<file path="src/rtl/apb_sram_pkg.sv">
// Shared types and constants for the APB SRAM access path and its requester arbiter.
package apb_sram_pkg;

  localparam int ADDR_WIDTH      = 32;
  localparam int DATA_WIDTH      = 32;
  // Number of implemented SRAM words; addresses at or above this are out of range.
  localparam int PAGE_NUM        = 64;
  localparam int DEFAULT_NUM_REQ = 4;

  typedef logic [ADDR_WIDTH-1:0] apb_addr_t;
  typedef logic [DATA_WIDTH-1:0] apb_data_t;

  typedef enum logic [1:0] {
    ARB_IDLE   = 2'd0,
    ARB_SETUP  = 2'd1,
    ARB_ACCESS = 2'd2
  } arb_state_t;

endpackage

</file>
<file path="src/rtl/apb_sram_if.sv">
// APB bus between the arbiter (master) and the SRAM bridge (slave).
interface apb_sram_if;
  import apb_sram_pkg::*;

  // Handshake: a transfer is SETUP (psel=1, penable=0) for one cycle, then ACCESS
  // (psel=1, penable=1) until the slave returns pready=1; prdata/pslverr are only
  // meaningful in that ACCESS cycle, and address/control stay stable throughout.
  logic      psel;
  logic      penable;
  apb_addr_t paddr;
  logic      pwrite;
  apb_data_t pwdata;
  apb_data_t prdata;
  logic      pready;
  logic      pslverr;

  modport master (
    output psel, penable, paddr, pwrite, pwdata,
    input  prdata, pready, pslverr
  );

  modport slave (
    input  psel, penable, paddr, pwrite, pwdata,
    output prdata, pready, pslverr
  );

endinterface

</file>
<file path="src/rtl/rr_arbiter.sv">
// Rotating-priority selector: the search starts one past the last accepted grant.
module rr_arbiter #(
  parameter int NUM_REQ = 4
) (
  input  logic               sram_gclk,
  input  logic               rstn,
  input  logic [NUM_REQ-1:0] req_i,
  input  logic               adv_i,
  output logic [NUM_REQ-1:0] gnt_o
);

  localparam int IDX_W = $clog2(NUM_REQ);
  localparam logic [IDX_W:0] NUM_REQ_W = (IDX_W+1)'(NUM_REQ);

  logic [IDX_W-1:0] last_q, last_d;
  logic [IDX_W:0]   cand;
  logic             found;

  always_comb begin
    gnt_o  = '0;
    last_d = last_q;
    found  = 1'b0;
    cand   = '0;
    for (int i = 0; i < NUM_REQ; i++) begin
      cand = {1'b0, last_q} + (IDX_W+1)'(i + 1);
      if (cand >= NUM_REQ_W) cand = cand - NUM_REQ_W;
      if (!found && req_i[cand[IDX_W-1:0]]) begin
        found                  = 1'b1;
        gnt_o[cand[IDX_W-1:0]] = 1'b1;
        last_d                 = cand[IDX_W-1:0];
      end
    end
  end

  // Reset to the last index so requester 0 is searched first.
  always_ff @(posedge sram_gclk) begin
    if (!rstn) begin
      last_q <= IDX_W'(NUM_REQ - 1);
    end else if (adv_i) begin
      last_q <= last_d;
    end
  end

endmodule

</file>
<file path="src/rtl/apb_sram_arbiter.sv">
// Shares one APB SRAM port among NUM_REQ requesters; one transfer at a time with
// a registered one-cycle completion pulse and an ACCESS-phase timeout.
module apb_sram_arbiter
  import apb_sram_pkg::*;
#(
  parameter int NUM_REQ        = DEFAULT_NUM_REQ,
  parameter int TIMEOUT_CYCLES = 16
) (
  input  logic               sram_gclk,
  input  logic               rstn,
  input  logic [NUM_REQ-1:0] req_valid_i,
  input  logic [NUM_REQ-1:0] req_write_i,
  input  apb_addr_t          req_addr_i  [NUM_REQ],
  input  apb_data_t          req_wdata_i [NUM_REQ],
  output logic [NUM_REQ-1:0] rsp_valid_o,
  output apb_data_t          rsp_rdata_o,
  output logic               rsp_err_o,
  output logic [NUM_REQ-1:0] grant_o,
  output arb_state_t         dbg_state_o,
  apb_sram_if.master         apb_if_m0
);

  localparam int TMO_W = $clog2(TIMEOUT_CYCLES + 1);
  localparam logic [TMO_W-1:0] TMO_LAST = TMO_W'(TIMEOUT_CYCLES - 1);

  arb_state_t         state_q, state_d;
  apb_addr_t          addr_q, addr_d;
  apb_data_t          wdata_q, wdata_d;
  logic               write_q, write_d;
  logic [NUM_REQ-1:0] grant_q, grant_d;
  logic [TMO_W-1:0]   tmo_q, tmo_d;
  logic [NUM_REQ-1:0] rsp_valid_q, rsp_valid_d;
  apb_data_t          rsp_rdata_q, rsp_rdata_d;
  logic               rsp_err_q, rsp_err_d;

  logic [NUM_REQ-1:0] arb_req;
  logic [NUM_REQ-1:0] arb_gnt;
  logic               arb_adv;

  // The requester being answered this cycle is masked so it cannot win straight back.
  assign arb_req = req_valid_i & ~rsp_valid_q;

  rr_arbiter #(
    .NUM_REQ (NUM_REQ)
  ) u_rr_arbiter (
    .sram_gclk (sram_gclk),
    .rstn      (rstn),
    .req_i     (arb_req),
    .adv_i     (arb_adv),
    .gnt_o     (arb_gnt)
  );

  always_comb begin
    state_d     = state_q;
    addr_d      = addr_q;
    wdata_d     = wdata_q;
    write_d     = write_q;
    grant_d     = grant_q;
    tmo_d       = tmo_q;
    rsp_valid_d = '0;
    rsp_rdata_d = rsp_rdata_q;
    rsp_err_d   = rsp_err_q;
    arb_adv     = 1'b0;

    unique case (state_q)
      ARB_IDLE: begin
        if (|arb_gnt) begin
          arb_adv = 1'b1;
          grant_d = arb_gnt;
          state_d = ARB_SETUP;
          for (int i = 0; i < NUM_REQ; i++) begin
            if (arb_gnt[i]) begin
              addr_d  = req_addr_i[i];
              wdata_d = req_wdata_i[i];
              write_d = req_write_i[i];
            end
          end
        end
      end

      ARB_SETUP: begin
        tmo_d   = '0;
        state_d = ARB_ACCESS;
      end

      ARB_ACCESS: begin
        if (apb_if_m0.pready) begin
          rsp_valid_d = grant_q;
          rsp_rdata_d = write_q ? '0 : apb_if_m0.prdata;
          rsp_err_d   = apb_if_m0.pslverr;
          grant_d     = '0;
          tmo_d       = '0;
          state_d     = ARB_IDLE;
        end else if (tmo_q == TMO_LAST) begin
          rsp_valid_d = grant_q;
          rsp_rdata_d = '0;
          rsp_err_d   = 1'b1;
          grant_d     = '0;
          tmo_d       = '0;
          state_d     = ARB_IDLE;
        end else begin
          tmo_d = tmo_q + 1'b1;
        end
      end

      default: begin
        state_d = ARB_IDLE;
        grant_d = '0;
      end
    endcase
  end

  always_ff @(posedge sram_gclk) begin
    if (!rstn) begin
      state_q     <= ARB_IDLE;
      addr_q      <= '0;
      wdata_q     <= '0;
      write_q     <= 1'b0;
      grant_q     <= '0;
      tmo_q       <= '0;
      rsp_valid_q <= '0;
      rsp_rdata_q <= '0;
      rsp_err_q   <= 1'b0;
    end else begin
      state_q     <= state_d;
      addr_q      <= addr_d;
      wdata_q     <= wdata_d;
      write_q     <= write_d;
      grant_q     <= grant_d;
      tmo_q       <= tmo_d;
      rsp_valid_q <= rsp_valid_d;
      rsp_rdata_q <= rsp_rdata_d;
      rsp_err_q   <= rsp_err_d;
    end
  end

  assign apb_if_m0.psel    = (state_q != ARB_IDLE);
  assign apb_if_m0.penable = (state_q == ARB_ACCESS);
  assign apb_if_m0.paddr   = addr_q;
  assign apb_if_m0.pwrite  = write_q;
  assign apb_if_m0.pwdata  = wdata_q;

  assign rsp_valid_o = rsp_valid_q;
  assign rsp_rdata_o = rsp_rdata_q;
  assign rsp_err_o   = rsp_err_q;
  assign grant_o     = grant_q;
  assign dbg_state_o = state_q;

endmodule

</file>
<file path="src/flat_wrapper.sv">
// flat-port wrapper written by rule: the top's interface ports become plain ports
module apb_sram_arbiter_flat import apb_sram_pkg::*;
#(
  parameter int NUM_REQ        = DEFAULT_NUM_REQ,
  parameter int TIMEOUT_CYCLES = 16
)
  (sram_gclk, rstn, req_valid_i, req_write_i, req_addr_i, req_wdata_i, rsp_valid_o, rsp_rdata_o, rsp_err_o, grant_o, dbg_state_o, apb_if_m0_psel, apb_if_m0_penable, apb_if_m0_paddr, apb_if_m0_pwrite, apb_if_m0_pwdata, apb_if_m0_prdata, apb_if_m0_pready, apb_if_m0_pslverr);
  apb_sram_if apb_if_m0_i ();
  input  logic sram_gclk;
  input  logic rstn;
  input  logic [NUM_REQ-1:0] req_valid_i;
  input  logic [NUM_REQ-1:0] req_write_i;
  input  apb_addr_t req_addr_i[NUM_REQ];
  input  apb_data_t req_wdata_i[NUM_REQ];
  output logic [NUM_REQ-1:0] rsp_valid_o;
  output apb_data_t rsp_rdata_o;
  output logic rsp_err_o;
  output logic [NUM_REQ-1:0] grant_o;
  output arb_state_t dbg_state_o;
  output wire logic [$bits(apb_if_m0_i.psel)-1:0] apb_if_m0_psel;
  output wire logic [$bits(apb_if_m0_i.penable)-1:0] apb_if_m0_penable;
  output wire logic [$bits(apb_if_m0_i.paddr)-1:0] apb_if_m0_paddr;
  output wire logic [$bits(apb_if_m0_i.pwrite)-1:0] apb_if_m0_pwrite;
  output wire logic [$bits(apb_if_m0_i.pwdata)-1:0] apb_if_m0_pwdata;
  input wire logic [$bits(apb_if_m0_i.prdata)-1:0] apb_if_m0_prdata;
  input wire logic [$bits(apb_if_m0_i.pready)-1:0] apb_if_m0_pready;
  input wire logic [$bits(apb_if_m0_i.pslverr)-1:0] apb_if_m0_pslverr;
  assign apb_if_m0_psel = apb_if_m0_i.psel;
  assign apb_if_m0_penable = apb_if_m0_i.penable;
  assign apb_if_m0_paddr = apb_if_m0_i.paddr;
  assign apb_if_m0_pwrite = apb_if_m0_i.pwrite;
  assign apb_if_m0_pwdata = apb_if_m0_i.pwdata;
  assign apb_if_m0_i.prdata = apb_if_m0_prdata;
  assign apb_if_m0_i.pready = apb_if_m0_pready;
  assign apb_if_m0_i.pslverr = apb_if_m0_pslverr;
  apb_sram_arbiter #(.NUM_REQ(NUM_REQ), .TIMEOUT_CYCLES(TIMEOUT_CYCLES)) u_core (.sram_gclk(sram_gclk), .rstn(rstn), .req_valid_i(req_valid_i), .req_write_i(req_write_i), .req_addr_i(req_addr_i), .req_wdata_i(req_wdata_i), .rsp_valid_o(rsp_valid_o), .rsp_rdata_o(rsp_rdata_o), .rsp_err_o(rsp_err_o), .grant_o(grant_o), .dbg_state_o(dbg_state_o), .apb_if_m0(apb_if_m0_i));
endmodule
</file>
<file path="config.mk">
export PLATFORM = sky130hd
export DESIGN_NAME = apb_sram_arbiter_flat
export DESIGN_NICKNAME = d
export VERILOG_FILES = /design/src/rtl/apb_sram_pkg.sv /design/src/rtl/apb_sram_if.sv /design/src/rtl/rr_arbiter.sv /design/src/rtl/apb_sram_arbiter.sv /design/src/flat_wrapper.sv
export SDC_FILE = /design/constraint.sdc
export NUM_CORES = 1
export LEC_CHECK = 0
export BUFFER_PORTS_ARGS = -buffer_cell sky130_fd_sc_hd__buf_2
export CORE_AREA = 2 2 160 162
export CTS_CLUSTER_DIAMETER = 60
export DETAILED_ROUTE_END_ITERATION = 8
export DIE_AREA = 0 0 162 164
export GPL_TIMING_DRIVEN = 1
export PLACE_DENSITY_LB_ADDON = 0.3
export SLEW_MARGIN = 20
export SYNTH_ARGS = -nofsm -noshare
export SYNTH_HDL_FRONTEND = slang
export SYNTH_SLANG_ARGS = --single-unit
export TNS_END_PERCENT = 5
</file>
<file path="constraint.sdc">
create_clock -name sram_gclk -period 3.58 [get_ports sram_gclk]
set_input_delay 1.074 -clock sram_gclk [delete_from_list [all_inputs] [get_ports sram_gclk]]
set_output_delay 1.074 -clock sram_gclk [all_outputs]
set_load 0.01 [all_outputs]
</file>
==> summary.md, run 1 <==
| Metric | Value |
|---|---|
| Top-Level Pins | 410 |
| GRT overflow | 0 |
| Total CTS buffers | 17 |
| Post-CTS sizing | 0 |
| IO Port Bufs | between 400 and 500 |
| Fraction of layout cells with a size suffix above 1 | 40.20% |
| Final nets | 1507 |
| Slew @ Worst Pin | 646.1 ps |
| Die Width | 162 um |
| Placed instance count | around 1500 |
| Clk_lat worst skew | roughly 410 ps |
| Pleak | 4.923 nW |
| Final worst-path cycle share | roughly 92% |
| Endpoints failing hold | 0 |
| Fmax | 303.4 MHz |
| Post-route cell area | 0.009525 sq mm |
| Post-Route WL | between 20 and 25 mm |
| WS Path Type | flop to flop |
| Dpl hpwl | 18.10 mm |
| Hold slack | 431.6 ps |
| Status | complete, no violations |
| Setup-failing EPs final | 0 |
| Pre-CTS WS | -101.7 ps |
| Die Ht | between 150 and 200 um |
| FP Rows | 58 |
| Worst setup margin | 284.3 ps |
| Yosys cell types | 43 |
| TritonRoute pass-1 iters | 5 |
| Worst-path clk slew | 60 ps |
| Post-CTS setup buffer count | 0 |
| Worst Clk Skew | 11.90 ps |
| Syn Inst Count | 811 |
| Via count | around 7500 |
| Hold Path Class | flop to flop |
| Vias per cell | 4.847 |
| Sequential area share after synthesis | 35.66% |
| Cts hold-fix bufs | 0 |
| #FFs+latches synth | 115 |
| Initial antenna violation count | 3 |
| Clk root buf | clkbuf_16 |
| Max-slew violation count | 0 |
| R2R cell count | 9 |
| Tot Pwr | between 0.008 and 0.009 W |
| Clock Sinks | 115 |
| Final std cells w/o fill | 1540 |
| Number of global-route vias before repair | 6978 |
| H-tree levels | 4 |
| Avg WL per Cell | 15.71 um |
| GP Congestion | about 0.85 |
| Largest net degree at the start of global routing | 76 |
| Initial Utilization | a little over a quarter |
| DP Area | 0.008925 sq mm |
| DR DRC count | 0 |
| Drt initial violations | 446 |
| Maximum fanout along the worst path | 64 |
| RSZ-0062 raised after global routing | no |
| PD cells | 857.5 mW/mm^2 |
| Area Overhead vs Synth | 47.54% |
| Yosys warning count | 0 |
| Req. time, crit path | 3860 ps |
| Worst Hold Path Cells | 2 |
| Total track usage | between 10% and 20% |
| CTS tree | yes |
| Data arrival time of the critical path | 3580 ps |
| Min Tclk post-route | 3296 ps |
| # fillers | 2653 |
| Die area | 0.02657 sq mm |
| Startpoint types | flop |
| Antenna viol nets, final | 0 |
| Worst slew margin | a little under three fifths |
| Syn_nets | 1122 |
| Maximum VDD drop | around 0.00055 V |
| Buffer levels on the longest clock path | 2 |
| Mean Syn Cell Area | 7.961 sq um |
| CP endpoint kind | flop |
| Maxcap violations | 0 |
| Mapped Area | 0.006456 sq mm |
| First-pass GRT wire length | 36.41 mm |
| Core area | 0.02482 sq mm |
## cell usage in the layout, fill, tap and decap left out, types with 5 or more instances in the layout
master,Yosys,final
nand2b_1,6,6
a31oi_1,65,65
nor2b_1,6,5
and3_1,7,5
nand3_1,49,48
dfxtp_1,115,115
nand2_1,113,113
nor2_1,74,74
a21oi_1,41,41
a211o_1,65,65
buf_2,10,409
ha_1,11,11
inv_6,0,5
buf_4,2,24
buf_12,0,9
o21ai_0,53,53
o211ai_1,6,6
clkbuf_16,0,17
mux2i_1,70,70
inv_1,5,5
o21ai_1,17,16
a22oi_1,5,5
## path summary, 6_finish.rpt
check                                 from                          to  slack [ps]
max          u_core.u_rr_arbiter.last_q[0]  u_core.apb_if_m0.paddr[25]         280
min                        u_core.tmo_q[4]             u_core.tmo_q[4]         430
max reg2reg  u_core.u_rr_arbiter.last_q[0]  u_core.apb_if_m0.paddr[25]         280
min reg2reg                u_core.tmo_q[4]             u_core.tmo_q[4]         430
## power breakdown
part           internal (W)  switching (W)  total, W
clock               0.00105       0.000705   0.00175
sequential          0.00164       0.000173   0.00181
combinational       0.00200        0.00261   0.00461
total               0.00468        0.00349   0.00817
## through the flow
stage	setup TNS, ps	util, %
floorplan	0	-
global placement	-103.6	35.96
detailed placement	-1276	35.96
CTS	0	38.37
global route	0	38.38
finish	0	38.38
## worst max-delay path: stages (launching register included)
cell and delay (ps):
dfxtp_1 330, inv_1 130, ha_1 450, mux4_2 600
a222oi_1 430, nand3_1 170, o41a_2 560, buf_12 200
o21ai_0 190, a31oi_1 60
## sequential cells by signal (all words and copies together), names as in the netlist
name,cells
u_core.dbg_state_o,2
u_core.apb_if_m0.paddr,32
u_core.tmo_q,5
u_core.rsp_valid_o,4
u_core.apb_if_m0.pwdata,32
u_core.grant_o,4
u_core.u_rr_arbiter.last_q,2
u_core.apb_if_m0.pwrite,1
u_core.rsp_rdata_o,32
u_core.rsp_err_o,1
## synth_stat cells (all sizes together)
master    n  share of area [%]
a221o     1               0.16
o221a     1               0.17
nor3      4               0.31
a211oi    1               0.19
o41ai     1               0.14
nand3b    1               0.12
a21oi    41                3.2
and3b     1               0.14
o211ai    6               0.70
mux2      1               0.17
a221oi    1               0.14
a22oi     5               0.58
o41a      1               0.17
o32ai     1               0.14
clkbuf   51                3.0
nand3    49                3.8
ha       11                2.1
buf      25                2.9
nor4      1              0.097
o21a      2               0.23
a211o    65                8.8
inv       6               0.35
nor2     74                4.3
nand2   113                6.6
o31ai     1               0.12
nor2b     7               0.72
a31oi    65                6.3
mux4      1               0.35
o21ai    70                5.4
and3      7               0.68
mux2i    70                 11
a222oi    4               0.62
nand2b    6               0.58
dfxtp   115                 36
or3       2               0.19
## area by class of cell
class | count | area (sq um) | share of cell area, %
clock buffer | 17 | 425.4 | 4.466
clock inverter | 15 | 172.7 | 1.813
sequential | 115 | 2302 | 24.17
timing repair buffer | 442 | 2407 | 25.27
multi-input combinational | 614 | 3780 | 39.68
antenna | 1 | 2.502 | 0.02627
inverter | 6 | 22.52 | 0.2364
tap | 330 | 412.9 | 4.335
## cells by family after synthesis
group	count (synthesis)	share of synthesized area, %
AND/OR/NAND/NOR	265	17.50
AO/OA/AOI/OAI	266	27.07
buffers and inverters	82	6.260
adder cells (fa/ha/maj)	11	2.132
flip-flops	115	35.66
multiplexers	72	11.38
## layer usage
layer  GRT usage (%)  part of all wire, %  vias up
li1                -                    -     3738
met1           20.71                   42     3414
met2           29.50                   48      272
met3           5.101                  6.8       36
met4           6.356                  2.3        4
met5               0                 0.12        -
Power figures use the tool's default switching activity.
==> inputs of run 2 (changes only) <==
RECOVER_POWER = 100   (was unset)
==> summary.md, run 2 (synthesis results as in run 1) <==
| Metric | Value |
|---|---|
| Status | finished with violations (was complete, no violations) |
| Failing checks | max-capacitance violations, max-slew violations |
| Largest net degree at the start of global routing | 76 (unchanged) |
| Maximum fanout along the worst path | 6 (was 64) |
| Post-Route WL | 24.27 mm (was 24.19 mm) |
| Area Overhead vs Synth | 45.12% (was 47.54%) |
| TritonRoute pass-1 iters | 5 (unchanged) |
| Die Ht | 164 um (unchanged) |
| Endpoints failing hold | 0 (unchanged) |
| Setup-failing EPs final | 0 (unchanged) |
| Hold Path Class | flop to flop (unchanged) |
| Req. time, crit path | 3910 ps (was 3860 ps) |
| Tot Pwr | 0.008043 W (was 0.008168 W) |
| Total track usage | 17.32% (unchanged) |
| Dpl hpwl | 18.10 mm (unchanged) |
| RSZ-0062 raised after global routing | no (unchanged) |
| Initial Utilization | 26.01% (unchanged) |
| GP Congestion | 0.8484 (unchanged) |
| GRT overflow | 0 (unchanged) |
| Die Width | 162 um (unchanged) |
| Via count | 7440 (was 7464) |
| Sequential power share | 22.6% (was 22.2%) |
| Core area | 0.02482 sq mm (unchanged) |
| Commonest cells after routing, fill and taps aside | buf_2, dfxtp_1, clkbuf_1, nand2_1, nor2_1 (was buf_2, dfxtp_1, nand2_1, nor2_1, mux2i_1) |
| Post-route cell area | 0.009369 sq mm (was 0.009525 sq mm) |
| Cts hold-fix bufs | 0 (unchanged) |
| Data arrival time of the critical path | 3630 ps (was 3580 ps) |
| Min Tclk post-route | 3300 ps (was 3296 ps) |
| Post-CTS setup buffer count | 0 (unchanged) |
| PD cells | 858.5 mW/mm^2 (was 857.5 mW/mm^2) |
| Initial antenna violation count | 3 (unchanged) |
| Sw Ratio | 43.31% (was 42.69%) |
| Fmax | 303.0 MHz (was 303.4 MHz) |
| Die area | 0.02657 sq mm (unchanged) |
| Antenna viol nets, final | 0 (unchanged) |
| Total net switching power | 0.003483 W (was 0.003487 W) |
| Max-slew violation count | 38 (was 0) |
| Slew @ Worst Pin | 1600 ps (was 646.1 ps) |
| Final worst-path cycle share | 92.19% (was 92.06%) |
| Pleak | 4.471 nW (was 4.923 nW) |
| Worst path cell trace | inv_1 -> ha_1 -> mux4_2 -> and3b_1 -> a222oi_1 -> buf_1 -> nand3_4 -> clkbuf_2 -> nor4_1 -> clkbuf_1 -> a211oi_2 -> mux2i_1 (was inv_1 -> ha_1 -> mux4_2 -> a222oi_1 -> nand3_1 -> o41a_2 -> buf_12 -> o21ai_0 -> a31oi_1) |
| CP endpoint kind | flop (unchanged) |
| H-tree levels | 4 (unchanged) |
| Startpoint types | flop (unchanged) |
| Post-CTS sizing | 0 (unchanged) |
| Fraction of layout cells with a size suffix above 1 | 30.60% (was 40.20%) |
| CP max stage cell | mux4_2 (unchanged) |
| CP max stage delay | 600 ps (about the same) |
| IO Port Bufs | 409 (unchanged) |
| Maximum VDD drop | 0.0005435 V (was 0.0005482 V) |
| FP Rows | 58 (unchanged) |
| Clock share of power | 21.8% (was 21.5%) |
| Maxcap violations | 1 (was 0) |
| Setup_tns | 0 ps (unchanged) |
| DR DRC count | 0 (unchanged) |
| WS Path Type | flop to flop (unchanged) |
| Vias per cell | 4.831 (was 4.847) |
| Pint | 0.004560 W (was 0.004681 W) |
| Comb power frac | 55.7% (was 56.4%) |
| CTS tree | yes (unchanged) |
| Most common cell after layout, fill and taps aside | buf_2 (unchanged) |
| Top-Level Pins | 410 (unchanged) |
| Worst-path clk slew | 60 ps (about the same) |
| Drt initial violations | 491 (was 446) |
| Number of global-route vias before repair | 6978 (unchanged) |
| Clock Sinks | 115 (unchanged) |
| Worst Clk Skew | 12.10 ps (was 11.90 ps) |
| # fillers | 2700 (was 2653) |
| Total CTS buffers | 17 (unchanged) |
| Hold slack | 435.0 ps (was 431.6 ps) |
| Clk_lat worst skew | 410 ps (about the same) |
| Avg WL per Cell | 15.76 um (was 15.71 um) |
| First-pass GRT wire length | 36.41 mm (unchanged) |
| Buffer levels on the longest clock path | 2 (unchanged) |
| DP Area | 0.008925 sq mm (unchanged) |
| Worst slew margin | -6.688% (was 56.87%) |
| Final nets | 1507 (unchanged) |
| Clk root buf | clkbuf_16 (unchanged) |
==> run 2: cell types whose count changed in the layout (fill, tap and decap cells not counted), moves of 5 or more <==
| cell | previous run | this run |
|---|---|---|
| clkbuf_1 | 0 | 114 |
| buf_2 | 409 | 298 |
| o21ai_0 | 53 | 68 |
| o21ai_1 | 16 | 1 |
| buf_4 | 24 | 19 |
==> run 2: through the flow <==
step           setup WS (ps)  instances  util [%]
3_3_place_gp          -103.6       1507     35.96
2_1_floorplan          216.8        811         -
5_1_grt                16.36       1540     37.75
6_report               279.7       1540     37.75
3_5_place_dp          -101.7       1507     35.96
4_1_cts                257.7       1539     38.37
==> run 2: final timing paths <==
check	to	slack, ps	from	depth (start not counted)
worst max-delay path	u_core.grant_o[1]	280	u_core.u_rr_arbiter.last_q[0]	12
worst max register to register	u_core.grant_o[1]	280	u_core.u_rr_arbiter.last_q[0]	12
worst min register to register	u_core.tmo_q[4]	440	u_core.tmo_q[4]	2
worst min-delay path	u_core.tmo_q[4]	440	u_core.tmo_q[4]	2
==> run 2: power by group through the flow <==
stage	Clock, W	Combinational, W	Sequential, W
after floorplan	0	0.00309	0.00197
after global placement	0	0.00459	0.00183
after detailed placement	0	0.00463	0.00183
after CTS	0.00181	0.00464	0.00181
after global routing	0.00186	0.00494	0.00185
final	0.00175	0.00448	0.00182
==> run 2: layer usage <==
metal,track usage [%],vias to the layer above,wire [um],part of all wire [%]
met5,0,-,23,0.095
met4,6.356,4,573,2.4
met3,5.101,36,1696,7.0
met2,29.50,259,11730,48
met1,20.71,3406,10250,42
li1,-,3735,-,-
==> run 2: layout make-up <==
type	count	area (sq um)	area share, %
Sequential cell	115	2302	24.57
Inverter	6	22.52	0.2404
Antenna cell	1	2.502	0.02671
Clock inverter	15	172.7	1.843
Clock buffer	17	425.4	4.541
Tap cell	330	412.9	4.407
Multi-Input combinational cell	614	3780	40.34
Timing Repair Buffer	442	2251	24.03
==> run 2: critical path: cells and delay by family, from the launching register on <==
| kind | cells | cell delay (ps) |
|---|---|---|
| muxes | 2 | 840 |
| buffers and inverters | 4 | 580 |
| AOI/OAI and AO/OA | 2 | 540 |
| and+or+nand+nor | 3 | 480 |
| adders and majority gates | 1 | 450 |
| DFF | 1 | 330 |
==> inputs of run 3 (changes only) <==
ABC_AREA = 1   (was unset)
CORE_AREA = 2 2 159 161   (was 2 2 160 162)
DIE_AREA = 0 0 161 163   (was 0 0 162 164)
clock period = 3.8 ns   (was 3.58 ns; I/O delays follow)
==> summary.md, run 3 <==
| Metric | Value |
|---|---|
| Setup_tns | 0 ps (unchanged) |
| Comb power frac | 64.1% (was 55.7%) |
| Syn_nets | 1557 (was 1122) |
| Count leader, synth | nand2_1 (was dfxtp_1) |
| Failing checks | max-capacitance violations (was max-capacitance violations, max-slew violations) |
| Status | finished with violations (unchanged) |
| Dpl hpwl | 20.12 mm (was 18.10 mm) |
| Yosys cell types | 27 (was 43) |
| Drt initial violations | 482 (was 491) |
| Yosys warning count | 0 (unchanged) |
| Clk root buf | clkbuf_16 (unchanged) |
| Dominant cell type by area after synthesis | dfxtp_1 (unchanged) |
| CP most frequent cell | nor2_1 |
| Final nets | 1928 (was 1507) |
| CP endpoint kind | flop (unchanged) |
| CP max stage cell | dfxtp_1 (was mux4_2) |
| Mean Syn Cell Area | 5.767 sq um (was 7.961 sq um) |
| CTS tree | yes (unchanged) |
| Post-CTS sizing | 0 (unchanged) |
| Hold slack | 447.0 ps (was 435.0 ps) |
| H-tree levels | 4 (unchanged) |
| Sw Ratio | 51.52% (was 43.31%) |
| Worst path cell trace | inv_1 -> ha_1 -> inv_1 -> nand3_4 -> nand2_4 -> nand2_1 -> nor2_8 -> nand3_1 -> nand3_4 -> nor2_1 -> nand2_2 -> nand2_4 -> inv_4 -> buf_4 -> nand2_1 -> nor2_1 -> nor2_1 (was inv_1 -> ha_1 -> mux4_2 -> and3b_1 -> a222oi_1 -> buf_1 -> nand3_4 -> clkbuf_2 -> nor4_1 -> clkbuf_1 -> a211oi_2 -> mux2i_1) |
| Antenna viol nets, final | 0 (unchanged) |
| Buffer levels on the longest clock path | 2 (unchanged) |
| GP Congestion | 0.9058 (was 0.8484) |
| WS Path Type | flop to flop (unchanged) |
| Maximum fanout along the worst path | 21 (was 6) |
| Synth Flop Type | dfxtp_1 (unchanged) |
| Setup-failing EPs final | 0 (unchanged) |
| Asr flop ratio synth | 0% (unchanged) |
| Top cells by count, synth | nand2_1, nor2_1, nand3_1 (was dfxtp_1, nand2_1, nor2_1) |
| Worst Clk Skew | 11.69 ps (was 12.10 ps) |
| Endpoints failing hold | 0 (unchanged) |
| Initial antenna violation count | 1 (was 3) |
| FP Rows | 58 (unchanged) |
| RSZ-0062 raised after global routing | no (unchanged) |
| Post-CTS setup buffer count | 0 (unchanged) |
| PD cells | 964.3 mW/mm^2 (was 858.5 mW/mm^2) |
| Total track usage | 19.50% (was 17.32%) |
| Pint | 0.004643 W (was 0.004560 W) |
| FF-to-FF Start | u_core.u_rr_arbiter.last_q[0] (unchanged) |
| Post-Route WL | 26.44 mm (was 24.27 mm) |
| TritonRoute pass-1 iters | 5 (unchanged) |
| Hold_sp | u_core.tmo_q[4] (unchanged) |
| Synth top area share | 32.04% (was 35.66%) |
| Mapped Area | 0.007186 sq mm (was 0.006456 sq mm) |
| IO Port Bufs | 409 (unchanged) |
| Critical path launch point | u_core.u_rr_arbiter.last_q[0] (unchanged) |
| Clk_lat worst skew | 410 ps (about the same) |
| Hold Path Class | flop to flop (unchanged) |
| Cts hold-fix bufs | 0 (unchanged) |
| Sequential area share after synthesis | 32.04% (was 35.66%) |
| Slew @ Worst Pin | 1496 ps (was 1600 ps) |
| Sequential power share | 18.1% (was 22.6%) |
| Syn Inst Count | 1246 (was 811) |
| Pleak | 5.202 nW (was 4.471 nW) |
| Largest net degree at the start of global routing | 85 (was 76) |
| Avg WL per Cell | 13.48 um (was 15.76 um) |
| Sum of buffers and inverters on the critical path | 4 (unchanged) |
| Maxcap violations | 1 (unchanged) |
| Fraction of layout cells with a size suffix above 1 | 22.52% (was 30.60%) |
| Total CTS buffers | 17 (unchanged) |
| Startpoint types | flop (unchanged) |
| Post-synth EDFFs | 0 (unchanged) |
| Via count | 8873 (was 7440) |
| Fmax | 299.4 MHz (was 303.0 MHz) |
| Max-slew violation count | 0 (was 38) |
| Clock share of power | 17.8% (was 21.8%) |
| Initial Utilization | 29.12% (was 26.01%) |
| # fillers | 2771 (was 2700) |
| CP max stage delay | 540 ps (was 600 ps) |
| Worst-path clk slew | 60 ps (about the same) |
| Maximum VDD drop | 0.0004923 V (was 0.0005435 V) |
| Final worst-path cycle share | 87.90% (was 92.19%) |
| Data arrival time of the critical path | 3630 ps (about the same) |
| Die Ht | 163 um (was 164 um) |
| Worst path top cell family by delay | simple AND/OR/NAND/NOR gates (was multiplexers) |
| #FFs+latches synth | 115 (unchanged) |
| Commonest cells after routing, fill and taps aside | nand2_1, buf_2, nor2_1, nand3_1, dfxtp_1 (was buf_2, dfxtp_1, clkbuf_1, nand2_1, nor2_1) |
| Die Width | 161 um (was 162 um) |
| Area Overhead vs Synth | 38.20% (was 45.12%) |
| First-pass GRT wire length | 41.12 mm (was 36.41 mm) |
| Core area | 0.02467 sq mm (was 0.02482 sq mm) |
| Worst slew margin | 0.2890% (was -6.688%) |
| Synth top area cells | dfxtp_1, nand2_1, nor2_1 (was dfxtp_1, mux2i_1, a211o_1) |
| Number of global-route vias before repair | 8325 (was 6978) |
| Clock Sinks | 115 (unchanged) |
| GRT overflow | 0 (unchanged) |
| Top-Level Pins | 410 (unchanged) |
| Vias per cell | 4.525 (was 4.831) |
| Most common cell after layout, fill and taps aside | nand2_1 (was buf_2) |
| Total net switching power | 0.004933 W (was 0.003483 W) |
| Min Tclk post-route | 3340 ps (was 3300 ps) |
| DR DRC count | 0 (unchanged) |
| Die area | 0.02624 sq mm (was 0.02657 sq mm) |
| Req. time, crit path | 4090 ps (was 3910 ps) |
-- run 3: path summary, 6_finish.rpt --
path,endpoint,slack (ps),cells after the start
hold / removal,u_core.tmo_q[4],450,2
setup / recovery,u_core.apb_if_m0.pwdata[18],460,17
setup reg to reg,u_core.apb_if_m0.pwdata[18],460,17
hold reg to reg,u_core.tmo_q[4],450,2
-- run 3: area by class of cell --
class / instances / area [sq um] / area share, %
inverters: 99 / 376.6 / 3.792
repair buffers: 428 / 2091 / 21.05
flip-flops and latches: 115 / 2302 / 23.18
well taps: 330 / 412.9 / 4.158
clock inverters: 15 / 197.7 / 1.991
clock buffers: 17 / 425.4 / 4.284
multi-input cells: 956 / 4123 / 41.51
diodes: 1 / 2.502 / 0.02520
-- run 3: logic make-up after synthesis --
group                    Yosys count  synth area share [%]
AND/OR/NAND/NOR                  834                 47.61
buffers and inverters            175                 10.66
flip-flops                       115                 32.04
AO/OA/AOI/OAI                    110                 7.662
adder cells (fa/ha/maj)           11                 1.915
XOR/XNOR                           1                0.1219
-- run 3: worst reg2reg max path: cells and delay by family, from the launching register on --
family                   cells  cell delay, ps
AND/OR/NAND/NOR             12            1320
buffers and inverters        4             920
flip-flops                   1             540
adder cells (fa/ha/maj)      1             450
-- run 3: metal layers --
layer	track usage (%)	share of wire [%]	vias to the layer above
met5	0	0	-
met4	7.265	2.7	0
met3	5.246	6.3	49
met2	34.20	49	293
met1	22.78	42	3939
li1	-	-	4592
-- run 3: power groups by stage --
stage	logic [W]	clock network (W)	registers, W
after floorplan	0.00466	0	0.00186
after global placement	0.00623	0	0.00174
after detailed placement	0.00630	0	0.00175
after CTS	0.00630	0.00175	0.00173
after global routing	0.00714	0.00181	0.00177
final	0.00614	0.00170	0.00174
-- run 3: metrics by stage --
step | instance area, sq um | worst slack [ps] | instances | utilization (%) | total power, W
after floorplan | 7186 | 1105 | 1246 | - | 0.006515
after CTS | 10080 | 592.4 | 1960 | 40.87 | 0.009780
after detailed placement | 9462 | 492.6 | 1928 | 38.35 | 0.008041
after global placement | 9462 | 533.2 | 1928 | 38.35 | 0.007978
final | 9931 | 459.8 | 1961 | 40.25 | 0.009576
after global routing | 9928 | 151.0 | 1960 | 40.24 | 0.01071
